## config.mk

```make
export PLATFORM = sky130hd
export DESIGN_NAME = delay_report_sched_flat
export DESIGN_NICKNAME = d
export VERILOG_FILES = /design/src/rtl/delay_report_sched_if.sv /design/src/rtl/delay_report_sched.sv /design/src/flat_wrapper.sv
export SDC_FILE = /design/constraint.sdc
export NUM_CORES = 1
export LEC_CHECK = 0
export ABC_AREA = 1
export CORE_ASPECT_RATIO = 0.9
export CORE_MARGIN = 3
export CORE_UTILIZATION = 40
export DETAILED_ROUTE_END_ITERATION = 16
export GPL_ROUTABILITY_DRIVEN = 0
export HOLD_SLACK_MARGIN = 0.02
export PLACE_DENSITY = 0.64
export SLEW_MARGIN = 20
export SYNTH_ARGS = -nofsm -noshare
export SYNTH_HDL_FRONTEND = slang
export SYNTH_SLANG_ARGS = --single-unit
```

## constraint.sdc

```tcl
create_clock -name clk -period 6.2 [get_ports clk]
set_clock_uncertainty 0.05 [all_clocks]
set_input_delay 0.62 -clock clk [delete_from_list [all_inputs] [get_ports clk]]
set_output_delay 0.62 -clock clk [all_outputs]
set_load 0.03 [all_outputs]
```

## src/rtl/delay_report_sched_if.sv

```systemverilog
// rtl/delay_report_sched_if.sv - report record valid/ready port of the window report scheduler
interface delay_report_sched_if #(
  parameter int LANE_W = 2
) ();
  logic              rpt_valid;
  logic              rpt_ready;
  logic [LANE_W-1:0] rpt_lane;
  logic [31:0]       rpt_avg;
  logic [31:0]       rpt_count;
  logic              rpt_zero;
  logic [15:0]       rpt_window;

  modport master (
    output rpt_valid,
    output rpt_lane,
    output rpt_avg,
    output rpt_count,
    output rpt_zero,
    output rpt_window,
    input  rpt_ready
  );

  modport slave (
    input  rpt_valid,
    input  rpt_lane,
    input  rpt_avg,
    input  rpt_count,
    input  rpt_zero,
    input  rpt_window,
    output rpt_ready
  );
endinterface

```

## src/rtl/delay_report_sched.sv

```systemverilog
// rtl/delay_report_sched.sv - per-window lane delay snapshot, serial average divider and report scheduler
module delay_report_sched #(
  parameter int NUM_LANES = 4,
  parameter int LANE_W    = 2
) (
  input  logic                    clk,
  input  logic                    reset,
  input  logic                    window_end,
  input  logic [32*NUM_LANES-1:0] delay_bus,
  input  logic [32*NUM_LANES-1:0] count_bus,
  delay_report_sched_if.master    rpt,
  output logic                    busy,
  output logic                    overrun,
  input  logic                    clr_overrun
);

  typedef enum logic [1:0] {
    IDLE = 2'd0,
    DIV  = 2'd1,
    OUT  = 2'd2
  } state_t;

  localparam logic [LANE_W-1:0] LAST_LANE = LANE_W'(NUM_LANES - 1);

  state_t            state;
  state_t            state_next;

  logic [31:0]       snap_delay [NUM_LANES];
  logic [31:0]       snap_count [NUM_LANES];

  logic [LANE_W-1:0] lane_ptr;
  logic [15:0]       win_seq;

  // Divider: quot doubles as the dividend shift register, rem holds the
  // partial remainder between iterations (always < divisor, so 32 bits).
  logic [4:0]        iter;
  logic [31:0]       rem;
  logic [31:0]       quot;
  logic [31:0]       divisor;

  logic              is_last;
  logic              handshake;
  logic              accept;
  logic              drop;
  logic              do_start;

  logic [LANE_W-1:0] next_idx;
  logic [LANE_W-1:0] start_idx;
  logic [31:0]       start_delay;
  logic [31:0]       start_count;
  logic              start_zero;

  logic [32:0]       rem_shift;
  logic [32:0]       rem_sub;
  logic [32:0]       rem_step;
  logic              q_bit;
  logic [31:0]       quot_step;
  logic              unused_rem_msb;

  assign is_last   = (lane_ptr == LAST_LANE);
  assign handshake = (state == OUT) && rpt.rpt_ready;
  // A new window may only start when nothing of the previous one is left,
  // which includes the very edge at which the last record is taken.
  assign accept    = window_end && ((state == IDLE) || (handshake && is_last));
  assign drop      = window_end && !accept;
  assign do_start  = accept || (handshake && !is_last);

  assign rpt.rpt_valid = (state == OUT);
  assign rpt.rpt_lane  = lane_ptr;
  assign busy          = (state != IDLE);

  // Select the lane to start: lane 0 of the incoming bus on acceptance (the
  // snapshot is being written at that same edge), else the next snapshot lane.
  always_comb begin
    next_idx    = is_last ? '0 : lane_ptr + 1'b1;
    start_idx   = next_idx;
    start_delay = snap_delay[next_idx];
    start_count = snap_count[next_idx];
    if (accept) begin
      start_idx   = '0;
      start_delay = delay_bus[31:0];
      start_count = count_bus[31:0];
    end
    start_zero  = (start_count == 32'd0);
  end

  // One restoring-division step: shift in the next dividend bit, subtract the
  // divisor when it fits, and shift the resulting quotient bit in at the LSB.
  always_comb begin
    rem_shift      = {rem, quot[31]};
    rem_sub        = rem_shift - {1'b0, divisor};
    q_bit          = (rem_shift >= {1'b0, divisor});
    rem_step       = q_bit ? rem_sub : rem_shift;
    quot_step      = {quot[30:0], q_bit};
    unused_rem_msb = rem_step[32];
  end

  // State register.
  always_ff @(posedge clk or negedge reset) begin
    if (!reset) begin
      state <= IDLE;
    end else begin
      state <= state_next;
    end
  end

  // Next-state: lane start picks OUT directly for empty lanes, DIV otherwise.
  always_comb begin
    state_next = state;
    if (do_start) begin
      state_next = start_zero ? OUT : DIV;
    end else begin
      case (state)
        IDLE: state_next = IDLE;
        DIV:  if (iter == 5'd31) state_next = OUT;
        OUT:  if (handshake) state_next = IDLE;
        default: state_next = IDLE;
      endcase
    end
  end

  // Snapshot every lane's totals only when a window is accepted, so the lanes
  // clearing afterwards cannot disturb the window being reported.
  always_ff @(posedge clk or negedge reset) begin
    if (!reset) begin
      for (int i = 0; i < NUM_LANES; i++) begin
        snap_delay[i] <= '0;
        snap_count[i] <= '0;
      end
    end else if (accept) begin
      for (int i = 0; i < NUM_LANES; i++) begin
        snap_delay[i] <= delay_bus[32*i +: 32];
        snap_count[i] <= count_bus[32*i +: 32];
      end
    end
  end

  // Window numbering, lane start and the serial divider; record fields only
  // move at lane start or on the final divide step, never while OUT waits.
  always_ff @(posedge clk or negedge reset) begin
    if (!reset) begin
      lane_ptr       <= '0;
      win_seq        <= '0;
      iter           <= '0;
      rem            <= '0;
      quot           <= '0;
      divisor        <= '0;
      rpt.rpt_avg    <= '0;
      rpt.rpt_count  <= '0;
      rpt.rpt_zero   <= 1'b0;
      rpt.rpt_window <= '0;
    end else begin
      if (accept) begin
        rpt.rpt_window <= win_seq;
        win_seq        <= win_seq + 16'd1;
      end
      if (do_start) begin
        lane_ptr      <= start_idx;
        rpt.rpt_count <= start_count;
        rpt.rpt_zero  <= start_zero;
        iter          <= '0;
        rem           <= '0;
        quot          <= start_delay;
        divisor       <= start_count;
        if (start_zero) begin
          rpt.rpt_avg <= '0;
        end
      end else if (state == DIV) begin
        rem  <= rem_step[31:0];
        quot <= quot_step;
        iter <= iter + 5'd1;
        if (iter == 5'd31) begin
          rpt.rpt_avg <= quot_step;
        end
      end
    end
  end

  // Sticky overrun flag; a drop wins over a simultaneous clear.
  always_ff @(posedge clk or negedge reset) begin
    if (!reset) begin
      overrun <= 1'b0;
    end else if (drop) begin
      overrun <= 1'b1;
    end else if (clr_overrun) begin
      overrun <= 1'b0;
    end
  end

endmodule

```

## src/flat_wrapper.sv

```systemverilog
// flat-port wrapper written by rule: the top's interface ports become plain ports
module delay_report_sched_flat 
#(
  parameter int NUM_LANES = 4,
  parameter int LANE_W    = 2
)
  (clk, reset, window_end, delay_bus, count_bus, busy, overrun, clr_overrun, rpt_rpt_valid, rpt_rpt_lane, rpt_rpt_avg, rpt_rpt_count, rpt_rpt_zero, rpt_rpt_window, rpt_rpt_ready);
  delay_report_sched_if #(.LANE_W(LANE_W)) rpt_i ();
  input  logic clk;
  input  logic reset;
  input  logic window_end;
  input  logic [32*NUM_LANES-1:0] delay_bus;
  input  logic [32*NUM_LANES-1:0] count_bus;
  output logic busy;
  output logic overrun;
  input  logic clr_overrun;
  output wire logic [$bits(rpt_i.rpt_valid)-1:0] rpt_rpt_valid;
  output wire logic [$bits(rpt_i.rpt_lane)-1:0] rpt_rpt_lane;
  output wire logic [$bits(rpt_i.rpt_avg)-1:0] rpt_rpt_avg;
  output wire logic [$bits(rpt_i.rpt_count)-1:0] rpt_rpt_count;
  output wire logic [$bits(rpt_i.rpt_zero)-1:0] rpt_rpt_zero;
  output wire logic [$bits(rpt_i.rpt_window)-1:0] rpt_rpt_window;
  input wire logic [$bits(rpt_i.rpt_ready)-1:0] rpt_rpt_ready;
  assign rpt_rpt_valid = rpt_i.rpt_valid;
  assign rpt_rpt_lane = rpt_i.rpt_lane;
  assign rpt_rpt_avg = rpt_i.rpt_avg;
  assign rpt_rpt_count = rpt_i.rpt_count;
  assign rpt_rpt_zero = rpt_i.rpt_zero;
  assign rpt_rpt_window = rpt_i.rpt_window;
  assign rpt_i.rpt_ready = rpt_rpt_ready;
  delay_report_sched #(.NUM_LANES(NUM_LANES), .LANE_W(LANE_W)) u_core (.clk(clk), .reset(reset), .window_end(window_end), .delay_bus(delay_bus), .count_bus(count_bus), .rpt(rpt_i), .busy(busy), .overrun(overrun), .clr_overrun(clr_overrun));
endmodule
```

==> flow_summary.yaml, run 1 <==
critical_path:
  crit_buf_inv: 4
  critical_path_class: "flip-flop to flip-flop"
  cpPeakStageDelay_ps: 880
  cpMaxStageDelayCell: "clkinv_2"
  endpoint_kind: "flip-flop"
  cp_max_fo: 69
  cp_data_required_time_ps: 6580
  cp-start-kind: "flip-flop"
  crit_family: "buffers and inverters"
  worstPathArrival_ps: 4460
  cp_cell_sequence: "ha_4 > inv_1 > nand3_1 > inv_1 > nor2_1 > clkinv_2 > nor2_4 > buf_4 > a21oi_1 > o21ai_0 > o21ai_0"
die:
  dieWidth_um: 248.8
  std_cell_rows: 79
  ios: 347
  die-area_um2: 55840
  initial_utilization_pct: 40.72
  core_um2: 52090
  die_h_um: 224.5
layout:
  syn2layout_area_growth_pct: 26.66
  postLayoutCoreUtil_pct: 51.58
  regArea_um2: 10690
  fillers: 4960
  stdcell_count: 3785
  multi_input_area_um2: 9221
  drive_gt1_share_pct: 4.167
  num-nets-final: 3357
placement:
  pre_cts_ws_ps: 1731
  placed_cells: 3698
  dp_hpwl_um: 49930
  portBuffers: 346
logic_synthesis:
  ys.flop_type: "dfrtp_1"
  synthCells: 2796
  synth_edf_count: 0
  synth.top_cell.area_share_pct: 50.37
  synth_common_cells: "nand2_1 (1177), dfrtp_1 (427), o21ai_0 (271)"
  synth_nets: 3094
  syn_avg_cell_area_um2: 7.587
  ys_ff_latch: 427
  synth_most_common_cell: "nand2_1"
  async_flop_share_pct: 100.0
  synth_top_area_cell: "dfrtp_1"
  yosysSeqAreaShare_pct: 50.37
  ys_top_cells_by_area: "dfrtp_1 (50%), nand2_1 (21%), o21ai_0 (6.4%)"
  synth.distinct_cells: 41
  ys_warn_count: 0
  netlist_area_um2: 21210
timing:
  finalMaxSlewViolations: 0
  fin_ws_ps: 2112
  max_freq_mhz: 244.6
  tightest_slew_ps: 1064
  slew_headroom_pct: 29.06
  fin_crit_sh_pct: 65.93
  rsz0062_at_grt: "no"
  finalCriticalPeriod_ps: 4088
  setup_viol: 0
  hold_violations: 0
  holdWs_ps: 52.02
  setup_tns_ps: 0
detailed_routing:
  vias: 19692
  drtIter0Drc: 1788
  routedWlPerCell_um: 18.65
  drc_errors: 0
  via_per_inst: 5.203
  routed_wl_um: 70590
  ant_nets: 0
  firstDrtPassIters: 6
global_routing:
  grt_pass1_vias: 19943
  grt_max_degree: 211
  antenna_found_initial: 3
  gr-total-overflow: 0
  grt_pass1_wl_um: 112800
  grtUsageTotal_pct: 25.27
status:
  status: "finished clean"
clock_network:
  cts-htree-levels: 2
  path_clk_slew_ps: 60
  clkSinkCount: 427
  insertion_delay_ps: 580
  cts.repair.resized: 0
  cts_root_buffer: "clkbuf_16"
  cts_max_path_buffers: 3
  numCtsBuffers: 46
  cts_setup_buffers: 0
  cts_tree: "built"
  cts_hold_buf: 0
power_and_ir_drop:
  powerDensity_nw_per_um2: 560.3
  ir_drop_mv: 0.3854
  p_leak_nw: 12.96
hold_path:
  holdCritPathClass: "primary input to asynchronous set/reset pin"
run:
  maxCapViolCount: 0
-- cells in the final DEF, fill, tap and decap left out, drive strengths merged, types with 2 or more instances in the layout --
| master | Yosys | final |
|---|---|---|
| nor4 | 4 | 4 |
| a21o | 4 | 4 |
| a221o | 3 | 3 |
| nand3 | 209 | 209 |
| nor3 | 11 | 11 |
| buf | 48 | 20 |
| o21a | 2 | 2 |
| clkinv | 1 | 9 |
| ha | 36 | 36 |
| o22ai | 7 | 7 |
| o21bai | 4 | 4 |
| clkdlybuf4s50 | 0 | 345 |
| xor2 | 18 | 18 |
| o2111ai | 5 | 5 |
| inv | 186 | 188 |
| dfrtp | 427 | 427 |
| clkinvlp | 0 | 3 |
| a22o | 2 | 2 |
| bufinv | 0 | 10 |
| nand4 | 9 | 9 |
| nand3b | 6 | 6 |
| nand2 | 1182 | 1182 |
| a21oi | 79 | 79 |
| xnor2 | 14 | 14 |
| a31oi | 2 | 2 |
| o21ai | 272 | 272 |
| o211ai | 16 | 16 |
| clkbuf | 102 | 62 |
| or2 | 2 | 2 |
| nor2 | 140 | 140 |
-- report_power, final --
| part | leakage, nW | switching (mW) | internal (mW) | total (mW) |
|---|---|---|---|---|
| Combinational | 6.92 | 4.45 | 2.56 | 7.01 |
| Sequential | 5.18 | 0.792 | 4.12 | 4.91 |
| Clock | 0.851 | 1.19 | 1.94 | 3.14 |
| Total | 13.0 | 6.43 | 8.62 | 15.1 |
-- sequential cells by signal, indices dropped and copies added (netlist names) --
| name | cells |
|---|---|
| u_core.iter | 5 |
| u_core.overrun | 1 |
| u_core.quot | 32 |
| u_core.rem | 32 |
| u_core.rpt.rpt_avg | 32 |
| u_core.rpt.rpt_count | 32 |
| u_core.rpt.rpt_lane | 2 |
| u_core.rpt.rpt_window | 16 |
| u_core.rpt.rpt_zero | 1 |
| u_core.snap_count | 128 |
| u_core.snap_delay | 128 |
| u_core.state | 2 |
| u_core.win_seq | 16 |
-- final timing paths --
path | from | endpoint | slack [ps] | depth (start not counted)
max in group asynchronous | reset | u_core.snap_delay[114]$_DFFE_PN0P_ | 4520 | 2
worst min register to register | u_core.win_seq[10]$_DFFE_PN0P_ | u_core.win_seq[10]$_DFFE_PN0P_ | 420 | 1
worst max-delay path | u_core.rpt.rpt_lane[0]$_DFFE_PN0N_ | u_core.quot[0]$_DFFE_PN0P_ | 2110 | 11
worst max register to register | u_core.rpt.rpt_lane[0]$_DFFE_PN0N_ | u_core.quot[0]$_DFFE_PN0P_ | 2110 | 11
min in group clk | u_core.win_seq[10]$_DFFE_PN0P_ | u_core.win_seq[10]$_DFFE_PN0P_ | 420 | 1
worst min-delay path | reset | u_core.snap_count[39]$_DFFE_PN0P_ | 50 | 1
-- routing by layer --
metal,track usage (%),part of all wire (%),vias to the layer above
met4,7.999,3.0,4
met5,0,0.038,-
met2,41.48,47,711
met1,34.16,43,9439
li1,-,-,9422
met3,4.706,7.1,116
-- cell families (layout without fill, tap and decap cells) --
| group | after synthesis | in the layout | synth area share (%) |
|---|---|---|---|
| simple gates | 1564 | 1564 | 29.63 |
| flops | 427 | 427 | 50.37 |
| compound gates | 399 | 399 | 10.03 |
| buf+inv | 337 | 637 | 6.435 |
| fa+ha+maj | 37 | 37 | 2.218 |
| xor+xnor | 32 | 32 | 1.321 |
| other cells | 0 | 1 | 0 |
-- stage by stage --
stage / total power [mW] / area (µm²)
after detailed placement: 11.90 / 25100
after floorplan: 9.605 / 21210
after global routing: 16.32 / 26870
after global placement: 11.73 / 25100
final: 15.06 / 26870
after CTS: 15.09 / 26840
-- area by class of cell --
| cell class | count | area share (%) |
|---|---|---|
| antenna | 1 | 0.009313 |
| clock buffer | 62 | 4.996 |
| clock inverter | 23 | 1.471 |
| inverter | 187 | 2.617 |
| multi-input combinational | 2032 | 34.32 |
| sequential | 427 | 39.77 |
| tap | 688 | 3.204 |
| timing repair buffer | 365 | 13.62 |
-- worst register-to-register path: stages, from the launching register on --
cell and delay, ps:
dfrtp_1 480, ha_4 200, inv_1 80, nand3_1 100, inv_1 200, nor2_1 690
clkinv_2 890, nor2_4 290, buf_4 620, a21oi_1 110, o21ai_0 100, o21ai_0 130
(Power assumes the default switching activity.)
==> run 2, diff against run 1 <==
clock period = 3.9 ns   (was 6.2 ns; I/O delays follow)
==> run 2 against run 1 <==
Against the previous run:
- via count up 1.2%
- design area up 0.52%
- clock-buffer cell count up 8
- first-iteration DRC count down 8.4%
- critical path depth up 5
- register-to-register slack worse by 1500 ps
- die area unchanged
- routed wire length up 1.5%
- cell count up 0.48%
- critical endpoint is now u_core.rpt.rpt_avg[19]$_DFFE_PN0P_
==> flow_summary.yaml, run 2 (same netlist as run 1, synthesis figures left out) <==
critical_path:
  endpoint_kind: "flip-flop"
  cp-start-kind: "flip-flop"
  cp_data_required_time_ps: 4310
  cp_max_fo: 73
  critical_path_class: "flip-flop to flip-flop"
  worstPathArrival_ps: 3670
status:
  status: "finished clean"
die:
  die-area_um2: 55840
  ios: 347
  initial_utilization_pct: 40.72
  die_h_um: 224.5
  core_um2: 52090
  std_cell_rows: 79
  dieWidth_um: 248.8
placement:
  placed_cells: 3718
  portBuffers: 346
  dp_hpwl_um: 51280
timing:
  tightest_slew_ps: 926.7
  setup_tns_ps: 0
  slew_headroom_pct: 38.15
  hold_violations: 0
  fin_crit_sh_pct: 83.48
  max_freq_mhz: 307.2
  rsz0062_at_grt: "no"
  finalCriticalPeriod_ps: 3256
  finalMaxSlewViolations: 0
  setup_viol: 0
layout:
  final_common_cell: "nand2_1"
  fillers: 4790
  layout_common_cells: "nand2_1 (1177), dfrtp_1 (427), clkdlybuf4s50_1 (345)"
  stdcell_count: 3803
  num-nets-final: 3379
  drive_gt1_share_pct: 4.655
  top_regs: "u_core.snap_count x128, u_core.snap_delay x128"
  insertedDiodeCount: 0
  syn2layout_area_growth_pct: 27.32
power_and_ir_drop:
  ir_drop_mv: 0.4669
  p_sw_mw: 10.17
  combPwrFrac_pct: 47.2
  clock_power_share_pct: 19.8
  total_power_mw: 23.71
  powerDensity_nw_per_um2: 877.7
  p_leak_nw: 13.05
  internal-power_mw: 13.54
  switching_share_pct: 42.89
  p_seq_share_pct: 33.0
run:
  maxCapViolCount: 0
global_routing:
  grtUsageTotal_pct: 25.28
  grt_max_degree: 122
  gr-total-overflow: 0
  antenna_found_initial: 3
  grt_pass1_vias: 19688
  grt_pass1_wl_um: 111500
clock_network:
  cts_setup_buffers: 0
  cts-htree-levels: 2
  cts_max_path_buffers: 3
  cts_root_buffer: "clkbuf_16"
  numCtsBuffers: 48
  path_clk_slew_ps: 60
  cts_tree: "built"
  insertion_delay_ps: 580
  clkSinkCount: 427
detailed_routing:
  routedWlPerCell_um: 18.84
  firstDrtPassIters: 5
  wl_met2_um: 32670
  routed_wl_um: 71660
  dr_wl_met3_um: 5426
  via_per_inst: 5.241
  top_layer_used: "met5"
  vias: 19931
  ant_nets: 0
  drtIter0Drc: 1638
  drc_errors: 0
  wl_met1_um: 30600
hold_path:
  holdCritPathClass: "primary input to flip-flop"
[run 2: changes by cell type in the layout (fill, tap and decap cells not counted)]
| cell | before | now |
|---|---|---|
| buf_12 | 2 | 10 |
| buf_16 | 1 | 0 |
| buf_4 | 15 | 28 |
| buf_6 | 1 | 0 |
| bufinv_16 | 10 | 4 |
| clkbuf_1 | 4 | 6 |
| clkbuf_16 | 47 | 49 |
| clkbuf_8 | 11 | 15 |
| clkinv_2 | 8 | 7 |
| clkinvlp_4 | 3 | 1 |
| diode_2 | 1 | 0 |
| dlygate4sd3_1 | 0 | 1 |
[run 2: timing repair]
action,CTS,global route
gates resized for setup,0,0
endpoints found under the hold margin,97,0
hold buffers,1,0
endpoints found under the setup margin,0,0
[run 2: per-stage QoR]
stage          hold WS (ps)  util, %  instance area [µm²]  worst slack, ps
2_1_floorplan         44.41        -                21210             1382
3_3_place_gp          407.1    48.66                25350            491.2
3_5_place_dp          410.4    48.66                25350            445.1
4_1_cts               262.7    51.85                27010            694.6
5_1_grt               291.1    51.85                27010            429.7
6_report              292.8    51.85                27010            644.4
[run 2: path summary, 6_finish.rpt]
check,slack [ps],end,cells past startpoint,startpoint
setup / recovery,640,u_core.rpt.rpt_avg[19]$_DFFE_PN0P_,16,u_core.rpt.rpt_lane[0]$_DFFE_PN0N_
hold / removal,290,u_core.snap_count[87]$_DFFE_PN0P_,3,count_bus[55]
setup reg to reg,640,u_core.rpt.rpt_avg[19]$_DFFE_PN0P_,16,u_core.rpt.rpt_lane[0]$_DFFE_PN0N_
hold reg to reg,420,u_core.win_seq[10]$_DFFE_PN0P_,1,u_core.win_seq[10]$_DFFE_PN0P_
max in group asynchronous,2330,u_core.snap_delay[29]$_DFFE_PN0P_,3,reset
min in group asynchronous,420,u_core.snap_count[5]$_DFFE_PN0P_,2,reset
[run 2: final cells by class]
| type | instances | area [µm²] | area share (%) |
|---|---|---|---|
| Tap cell | 688 | 860.8 | 3.187 |
| Inverter | 187 | 703.2 | 2.603 |
| Multi-Input combinational cell | 2032 | 9221 | 34.14 |
| Sequential cell | 427 | 10690 | 39.56 |
| Timing Repair Buffer | 385 | 3889 | 14.40 |
| Clock buffer | 70 | 1455 | 5.388 |
| Clock inverter | 14 | 195.2 | 0.7227 |
[run 2: layer usage]
metal	global-route usage (%)	vias to the layer above
li1	-	9469
met1	33.74	9506
met2	40.31	805
met3	5.561	147
met4	10.18	4
met5	0	-
[run 2: power by group through the flow]
| stage | registers (mW) | clock network (mW) | logic, mW |
|---|---|---|---|
| 2_1_floorplan | 8.15 | 0 | 7.12 |
| 3_3_place_gp | 7.81 | 0 | 10.9 |
| 3_5_place_dp | 7.85 | 0 | 11.1 |
| 4_1_cts | 7.80 | 4.79 | 11.2 |
| 5_1_grt | 8.03 | 4.96 | 12.6 |
| 6_report | 7.82 | 4.70 | 11.2 |
[run 2: worst max-delay path, cell delays in order (launching register included)]
cell	delay (ps)
dfrtp_1	480
ha_4	200
nand4_1	300
nand2_2	280
nand2_8	320
buf_4	330
nand3_1	100
nand2_1	60
nor2_1	90
nand2_1	50
nor2_1	100
nand2_1	90
nor2_2	210
nand2_2	90
buf_12	190
nand3_1	90
nand2_1	60
==> run 3, diff against run 2 <==
clock period = 3.4 ns   (was 3.9 ns; I/O delays follow)
==> run 3 against run 2 <==
Against the previous run:
- sequential share of layout area about the same
- cell count up 0.37%
- worst setup slack worse by 410 ps
- clock power up 11%
- sequential cell count unchanged
- routed wire length down 0.90%
- design area up 0.11%
- core utilization up 0.058 points
- hold slack worse by 53 ps
- critical path depth unchanged
- clock-buffer cell count down 1
==> flow_summary.yaml, run 3 (same netlist as run 1, synthesis figures left out) <==
detailed_routing:
  firstDrtPassIters: 6
  vias: 19915
  routedWlPerCell_um: 18.60
  drtIter0Drc: 2042
  via_per_inst: 5.217
  ant_nets: 0
  routed_wl_um: 71010
  drc_errors: 0
layout:
  final_area_um2: 27040
  num-nets-final: 3388
  drive_gt1_share_pct: 4.925
  syn2layout_area_growth_pct: 27.46
  layout_common_cells: "nand2_1 (1177), dfrtp_1 (427), clkdlybuf4s50_1 (345)"
  top_regs: "u_core.snap_count x128, u_core.snap_delay x128"
  final_common_cell: "nand2_1"
power_and_ir_drop:
  ir_drop_mv: 0.6462
  p_leak_nw: 13.06
  powerDensity_nw_per_um2: 1004
timing:
  max_freq_mhz: 316.0
  finalCriticalPeriod_ps: 3164
  setup_tns_ps: 0
  fin_crit_sh_pct: 93.06
  finalMaxSlewViolations: 0
  slew_headroom_pct: 38.20
  hold_violations: 0
  fin_ws_ps: 235.8
  rsz0062_at_grt: "no"
  setup_viol: 0
  tightest_slew_ps: 926.0
clock_network:
  cts-htree-levels: 2
  cts_root_buffer: "clkbuf_16"
  insertion_delay_ps: 590
  cts_max_path_buffers: 3
  cts.repair.resized: 0
  path_clk_slew_ps: 60
  clkSinkCount: 427
  numCtsBuffers: 47
  cts_setup_buffers: 0
  cts_tree: "built"
global_routing:
  grtUsageTotal_pct: 25.22
  grt_max_degree: 123
  gr-total-overflow: 0
  grt_pass1_wl_um: 112200
  antenna_found_initial: 3
  grt_pass1_vias: 19770
critical_path:
  cp_max_fo: 66
  r2r_start: "u_core.rpt.rpt_lane[0]$_DFFE_PN0N_"
  cp-start-kind: "flip-flop"
  critical_path_class: "flip-flop to flip-flop"
  crit_start: "u_core.rpt.rpt_lane[0]$_DFFE_PN0N_"
  cp_data_required_time_ps: 3810
  worstPathArrival_ps: 3580
  endpoint_kind: "flip-flop"
die:
  die_h_um: 224.5
  initial_utilization_pct: 40.72
  core_um2: 52090
  dieWidth_um: 248.8
  die-area_um2: 55840
  ios: 347
  std_cell_rows: 79
hold_path:
  holdCritPathClass: "primary input to flip-flop"
  hp-start: "delay_bus[115]"
placement:
  portBuffers: 346
  dpl_cell_area_um2: 25450
  dp_hpwl_um: 51090
  pre_cts_ws_ps: 64.54
status:
  status: "finished clean"
run:
  maxCapViolCount: 0
[run 3: layout make-up]
type                            count  area, µm²
Fill cell                        4891      25050
Sequential cell                   427      10690
Multi-Input combinational cell   2032       9221
Timing Repair Buffer              395       3989
Clock buffer                       69       1389
Tap cell                          688      860.8
Inverter                          187      703.2
Clock inverter                     17      186.4
Antenna cell                        2      5.005
[run 3: stage by stage]
stage          power (mW)  util (%)  cells  hold slack, ps
2_1_floorplan       17.51         -   2796          -5.591
3_3_place_gp        21.61     48.86   3728           339.6
3_5_place_dp        21.89     48.86   3728           343.3
4_1_cts             27.22     51.90   3815           209.3
5_1_grt             29.37     51.91   3817           225.2
6_report            27.15     51.91   3817           239.9
[run 3: where the power goes]
part           switching [mW]  total, mW  leakage [nW]  internal (mW)
registers                1.45       8.96          5.18           7.51
clock network            2.14       5.21         0.776           3.07
logic                    8.14       13.0          7.10           4.84
[run 3: per-layer routing]
metal | global-route usage [%] | wire length [µm]
met5 | 0 | 13
met4 | 9.392 | 2496
met3 | 4.058 | 4682
met2 | 41.07 | 32840
met1 | 34.21 | 30980
[run 3: worst paths after layout]
path / end / depth (start not counted) / slack [ps]
min: u_core.snap_delay[19]$_DFFE_PN0P_ / 3 / 240
max reg2reg: u_core.rpt.rpt_avg[16]$_DFFE_PN0P_ / 16 / 240
min reg2reg: u_core.win_seq[10]$_DFFE_PN0P_ / 1 / 420
max: u_core.rpt.rpt_avg[16]$_DFFE_PN0P_ / 16 / 240
min in group asynchronous: u_core.snap_count[3]$_DFFE_PN0P_ / 2 / 310
max in group asynchronous: u_core.rpt.rpt_count[29]$_DFFE_PN0N_ / 3 / 1970
[run 3: critical path, stage by stage (launching register included)]
cell and delay, ps:
dfrtp_1 480, ha_4 200, nand4_1 290, nand2_2 280
nand2_8 290, buf_4 300, nand3_1 70, nand2_1 80
nor2_1 110, nand2_1 60, nor2_1 100, nand2_1 70
nor2_2 200, nand2_2 100, buf_12 180, nand3_1 90
nand2_1 60
[run 3: timing repair]
action / CTS / global route
endpoints found under the setup margin: 0 / 0
hold endpoints to repair: 74 / 0
hold buffers: 1 / 0
